[src/rtl/mux_4_way_16_arbiter.sv]
// Round-robin arbiter in front of the 4-way 16-bit mux: grants one of four
// valid/ready producers per cycle and registers the chosen word into a one-entry output stage.

module mux_4_way_16 (
    input  logic [15:0] i_a,
    input  logic [15:0] i_b,
    input  logic [15:0] i_c,
    input  logic [15:0] i_d,
    input  logic [1:0]  i_sel,
    output logic [15:0] o_out
);

    always_comb begin
        o_out = i_a;
        case (i_sel)
            2'd0:    o_out = i_a;
            2'd1:    o_out = i_b;
            2'd2:    o_out = i_c;
            default: o_out = i_d;
        endcase
    end

endmodule

module mux_4_way_16_arbiter #(
    parameter int         WIDTH     = 16,
    parameter logic [1:0] RESET_PTR = 2'd0
) (
    input  logic             clk,
    input  logic             rst_n,
    input  logic [WIDTH-1:0] in_a,
    input  logic [WIDTH-1:0] in_b,
    input  logic [WIDTH-1:0] in_c,
    input  logic [WIDTH-1:0] in_d,
    input  logic [3:0]       in_valid,
    output logic [3:0]       in_ready,
    output logic [1:0]       select,
    output logic [WIDTH-1:0] out,
    output logic [1:0]       out_src,
    output logic             out_valid,
    input  logic             out_ready
);

    typedef enum logic {
        ST_EMPTY = 1'b0,
        ST_FULL  = 1'b1
    } state_t;

    state_t           r_state;
    logic [1:0]       r_ptr;
    logic [WIDTH-1:0] r_out;
    logic [1:0]       r_src;

    logic [3:0]       w_rot;
    logic [1:0]       w_offset;
    logic [1:0]       w_grant;
    logic             w_load;
    logic             w_any;
    logic             w_ready_en;
    logic             w_accept;
    logic [WIDTH-1:0] w_mux_out;

    // w_rot[k] is the request k positions after the pointer, so the first
    // set bit of w_rot is the round-robin winner's distance from r_ptr.
    genvar gi;
    generate
        for (gi = 0; gi < 4; gi++) begin : g_rot
            localparam logic [1:0] OFF = gi[1:0];
            assign w_rot[gi] = in_valid[r_ptr + OFF];
        end
    endgenerate

    always_comb begin
        w_offset = 2'd0;
        if (w_rot[0])      w_offset = 2'd0;
        else if (w_rot[1]) w_offset = 2'd1;
        else if (w_rot[2]) w_offset = 2'd2;
        else if (w_rot[3]) w_offset = 2'd3;
    end

    assign w_grant = r_ptr + w_offset;
    assign w_any   = |in_valid;
    assign w_load  = (r_state == ST_EMPTY) | out_ready;

    // Gating with rst_n keeps every ready low for the whole reset assertion,
    // not just until the first edge.
    assign w_ready_en = w_load & w_any & rst_n;

    generate
        for (gi = 0; gi < 4; gi++) begin : g_ready
            localparam logic [1:0] CH = gi[1:0];
            assign in_ready[gi] = w_ready_en & (w_grant == CH);
        end
    endgenerate

    assign w_accept = |(in_valid & in_ready);
    assign select   = w_grant;

    mux_4_way_16 u_mux (
        .i_a   (in_a),
        .i_b   (in_b),
        .i_c   (in_c),
        .i_d   (in_d),
        .i_sel (w_grant),
        .o_out (w_mux_out)
    );

    always_ff @(posedge clk or negedge rst_n) begin
        if (!rst_n) begin
            r_state <= ST_EMPTY;
            r_ptr   <= RESET_PTR;
            r_out   <= '0;
            r_src   <= 2'd0;
        end else begin
            if (w_accept) begin
                r_out <= w_mux_out;
                r_src <= w_grant;
                r_ptr <= w_grant + 2'd1;
            end
            case (r_state)
                ST_EMPTY: begin
                    if (w_accept) r_state <= ST_FULL;
                end
                ST_FULL: begin
                    // Drain and refill in the same cycle stays FULL with no bubble.
                    if (!w_accept && out_ready) r_state <= ST_EMPTY;
                end
                default: r_state <= ST_EMPTY;
            endcase
        end
    end

    assign out       = r_out;
    assign out_src   = r_src;
    assign out_valid = (r_state == ST_FULL);

endmodule
[config.mk]
export PLATFORM = sky130hd
export DESIGN_NAME = mux_4_way_16_arbiter
export DESIGN_NICKNAME = d
export VERILOG_FILES = /design/src/rtl/mux_4_way_16_arbiter.sv
export SDC_FILE = /design/constraint.sdc
export NUM_CORES = 1
export LEC_CHECK = 0
export ABC_AREA = 1
export CAP_MARGIN = 20
export CORE_UTILIZATION = 29
export CTS_CLUSTER_DIAMETER = 100
export CTS_CLUSTER_SIZE = 30
export DETAILED_ROUTE_END_ITERATION = 16
export GPL_TIMING_DRIVEN = 0
export PLACE_DENSITY = 0.63
export RECOVER_POWER = 25
export SLEW_MARGIN = 15
export SYNTH_ARGS = -nofsm -noshare
export SYNTH_HDL_FRONTEND = slang
export SYNTH_SLANG_ARGS = --single-unit
export TNS_END_PERCENT = 10
[constraint.sdc]
create_clock -name clk -period 13.7 [get_ports clk]
set_input_delay 4.11 -clock clk [delete_from_list [all_inputs] [get_ports clk]]
set_output_delay 4.11 -clock clk [all_outputs]
set_load 0.01 [all_outputs]
==> impl_metrics.toml, run 1 <==
[critical_path]
timing.setup.critical_path_class = "in -> out"
crit_path_required_time_ns = 9.59
endpoint_kind = "primary output"
source_of_the_worst_register_to_register_timing_path = "r_ptr[0]"
r2r_slack_ns = 10.01
rr_worst_depth = 20
r2r-end = "out[15]"
critical_path_peak_fanout = 10
worst_setup_path_start_kind = "input pin"
cp_data_arrival_time_ns = 7.97

[status]
run_status = "finished clean"

[power]
power_per_cell_area_nw_per_um2 = 305
switchingPower_uw = 481
pwr-share-clk_pct = 4.4
share_seq_of_total_power_pct = 11.9
comb_power_share_pct = 83.7
p_int_uw = 423
power.leakage_nw = 1.49
total_power_uw = 905
vdd_ir_drop_max_mv = 0.149
sw_share_pct = 53.2

[timing]
grt_setup_unrepaired = "no"
worst_pin_slew_ns = 0.797
setup_violations = 0
layout_worst_path_cycle_share_pct = 88.1
clk_skew_ns = 0.00263
max_slew_margin_pct = 46.9
setup-tns-final_ns = 0
clock.fmax_mhz = 82.8
setup_slack_ns = 1.62
timing.final.crit_period_ns = 12.08
drv_slew = 0
finalHoldViolations = 0

[logic_synthesis]
synth_nets = 367
yosysSeqAreaShare_pct = 28.0
synth.distinct_cells = 25
synthesized_netlist_cell_count = 293
synth.avg_cell_area_um2 = 6.40
warnings_synthesis = 0
synth_top_flop_cell = "dfrtp_1"
ys_async_sr_fraction_pct = 100
synth_most_common_cell = "nand2_1"
synth_edf_count = 0
post-synth-top-area-cell = "dfrtp_1"
ys_top_cells_by_area = "dfrtp_1, nand2_1, nand4_1"
synth_area_um2 = 1880
synth.top_cells.by_count = "nand2_1, nand4_1, inv_1, dfrtp_1, a22o_1"
synth_top_cell_area_share_pct = 28.0
ys_seq_elements = 21

[global_route]
total_global_routing_track_utilization_pct = 17.6
grt_antenna_before_repair = 0
globalRouteOverflowTotal = 0
number_of_global_route_vias_before_repair = 2101
grt_start_max_net_pins = 23
grt_first_pass_wirelength_um = 9120

[finish]
final_cells = 468
area.growth.synth_to_final_pct = 58.3
finish.net_count = 468
antennaDiodeCount = 0
drive_gt1_share_pct = 7.38

[clock_network]
cts_tree = "built"
htreeDepth = 1
path_clk_slew_ns = 0.07
post_cts_resize_count = 0
cts_post_setup_buffers_inserted = 0
clock_path_buffers = 2
clkLatencyLatePin_ns = 0.25
clock_sinks = 21
cts_hold_buffers = 0
cts-root-buf = "clkbuf_8"
cts_buffers = 3

[routing]
drc = 0
via_count = 2242
wl_per_cell_um = 12.4
viasPerCell = 4.79
routed_wirelength_um = 5790
antenna_violating_nets_post_route = 0
dr.pass1.iters = 4
dr.first_iter.drc_count = 121

[floorplan]
row_count = 28
die_height_um = 82.4
ios = 96
initial_core_util_pct = 30.8
dieWidth_um = 82.4
die_area_um2 = 6790
core_area_um2 = 6100

[hold_path]
holdCritPathClass = "reg -> reg"
worstHoldStart = "out[9]"
holdPathEnd = "out[9]"
worstHoldPathCells = 2

[place]
detailedPlace.worstSlack_ns = 1.65
placedCellCount = 463
dpl_hpwl_um = 4610
gpl.final_weighted_congestion = 0.787
portBuffers = 95

[job]
max_cap_viol_count = 0
[layout by cell type, fill, tap and decap left out, types with 2 or more instances in the layout]
cell type          n
nand2_1          137
clkdlybuf4s50_1   94
nand4_1           37
inv_1             28
dfrtp_1           21
a22o_1            16
clkbuf_1           8
nand3_1            6
nor2_1             6
buf_2              6
buf_4              4
nand2_2            4
inv_2              3
ha_1               3
clkbuf_8           3
buf_6              2
inv_4              2
nand2_4            2
nor3_1             2
[through the flow]
stage,util [%],area (um2),hold WS (ns)
2_1_floorplan,-,1880,0.563
3_3_place_gp,47.9,2920,0.520
3_5_place_dp,47.9,2920,0.523
4_1_cts,48.6,2970,0.545
5_1_grt,48.7,2970,0.563
6_report,48.7,2970,0.538
[worst max-delay path, cell delays in order]
cell             delay, ns
clkdlybuf4s50_1       0.57
inv_1                 0.08
nand2_1               0.08
nand2_1               0.05
nand2_1               0.05
nand2_1               0.07
a31oi_1               0.13
nor2_1                0.06
ha_1                  0.41
inv_2                 0.26
clkbuf_1              0.39
ha_1                  0.22
clkbuf_1              0.34
clkbuf_1              0.39
inv_1                 0.08
nor2_1                0.10
clkdlybuf4s50_1       0.55
[registers in the layout (all words and copies together), names as in the netlist]
register / cells
out: 16
out_src: 2
out_valid: 1
r_ptr: 2
[per-layer routing]
layer | up-vias | GRT usage, % | share of wire (%) | wire (um)
met5 | - | 0 | 0 | 0
met4 | 0 | 1.75 | 0.79 | 46
li1 | 1157 | - | - | -
met1 | 1008 | 22.2 | 45 | 2620
met2 | 73 | 31.2 | 47 | 2720
met3 | 4 | 4.40 | 7.0 | 404
[layout make-up]
class | instances | area [um2]
inverter | 33 | 129
timing repair buffer | 96 | 955
multi-input combinational | 220 | 1110
tap | 75 | 93.8
clock buffer | 4 | 45.0
fill | 639 | 3130
buffer | 19 | 109
sequential | 21 | 526
[power by group through the flow]
stage / sequential (mW) / combinational, mW / clock (mW)
4_1_cts: 0.108 / 0.766 / 0.0407
3_5_place_dp: 0.108 / 0.762 / 0
3_3_place_gp: 0.109 / 0.756 / 0
5_1_grt: 0.110 / 0.854 / 0.0432
6_report: 0.108 / 0.757 / 0.0397
2_1_floorplan: 0.118 / 0.528 / 0
[cell families (layout without fill, tap and decap cells)]
kind of cell             Yosys count  after routing  share of synthesized area [%]
AND/OR/NAND/NOR                  198            198                           48.6
buffers and inverters             52            152                           12.7
flip-flops                        21             21                           28.0
AO/OA/AOI/OAI                     18             18                           8.27
adder cells (fa/ha/maj)            3              3                           2.00
XOR/XNOR                           1              1                          0.467
[worst max path at each step]
stage                start     endpoint  slack [ns]
2_1_floorplan  in_valid[0]  in_ready[2]        3.20
3_3_place_gp   in_valid[1]  in_ready[2]        1.68
3_5_place_dp   in_valid[1]  in_ready[2]        1.65
4_1_cts        in_valid[1]  in_ready[2]        1.64
5_1_grt        in_valid[2]  in_ready[2]        1.31
6_report       in_valid[1]  in_ready[2]        1.62
(Power assumes the default switching activity.)
==> run 2: changes to the inputs <==
--- a/config.mk
+++ b/config.mk
@@ -9,7 +9,6 @@
 export CAP_MARGIN = 20
 export CORE_UTILIZATION = 29
 export CTS_CLUSTER_DIAMETER = 100
-export CTS_CLUSTER_SIZE = 30
 export DETAILED_ROUTE_END_ITERATION = 16
 export GPL_TIMING_DRIVEN = 0
 export PLACE_DENSITY = 0.63
==> constraint.sdc (replaced) <==
create_clock -name clk -period 11.3 [get_ports clk]
set_input_delay 3.39 -clock clk [delete_from_list [all_inputs] [get_ports clk]]
set_output_delay 3.39 -clock clk [all_outputs]
set_load 0.01 [all_outputs]
==> results of run 2 <==
The final DEF is identical to that of run 1. Status: finished clean.
Main changes from that run: setup slack after placement 1.65 ns -> 0.689 ns; setup slack after layout 1.62 ns -> 0.663 ns; register-to-register setup slack 10.01 ns -> 7.61 ns; total power 0.905 mW -> 1.10 mW; worst IR drop on VDD 0.149 mV -> 0.180 mV
==> run 3: changes to the inputs <==
--- a/config.mk
+++ b/config.mk
@@ -11,6 +11,7 @@
 export CTS_CLUSTER_DIAMETER = 100
 export DETAILED_ROUTE_END_ITERATION = 16
 export GPL_TIMING_DRIVEN = 0
+export HOLD_SLACK_MARGIN = 0.02
 export PLACE_DENSITY = 0.63
 export RECOVER_POWER = 25
 export SLEW_MARGIN = 15
==> results of run 3 <==
The final DEF is identical to that of run 1. Status: finished clean.
Main changes from that run: setup slack after placement 1.65 ns -> 0.689 ns; setup slack after layout 1.62 ns -> 0.663 ns; register-to-register setup slack 10.01 ns -> 7.61 ns; total power 0.905 mW -> 1.10 mW; worst IR drop on VDD 0.149 mV -> 0.180 mV
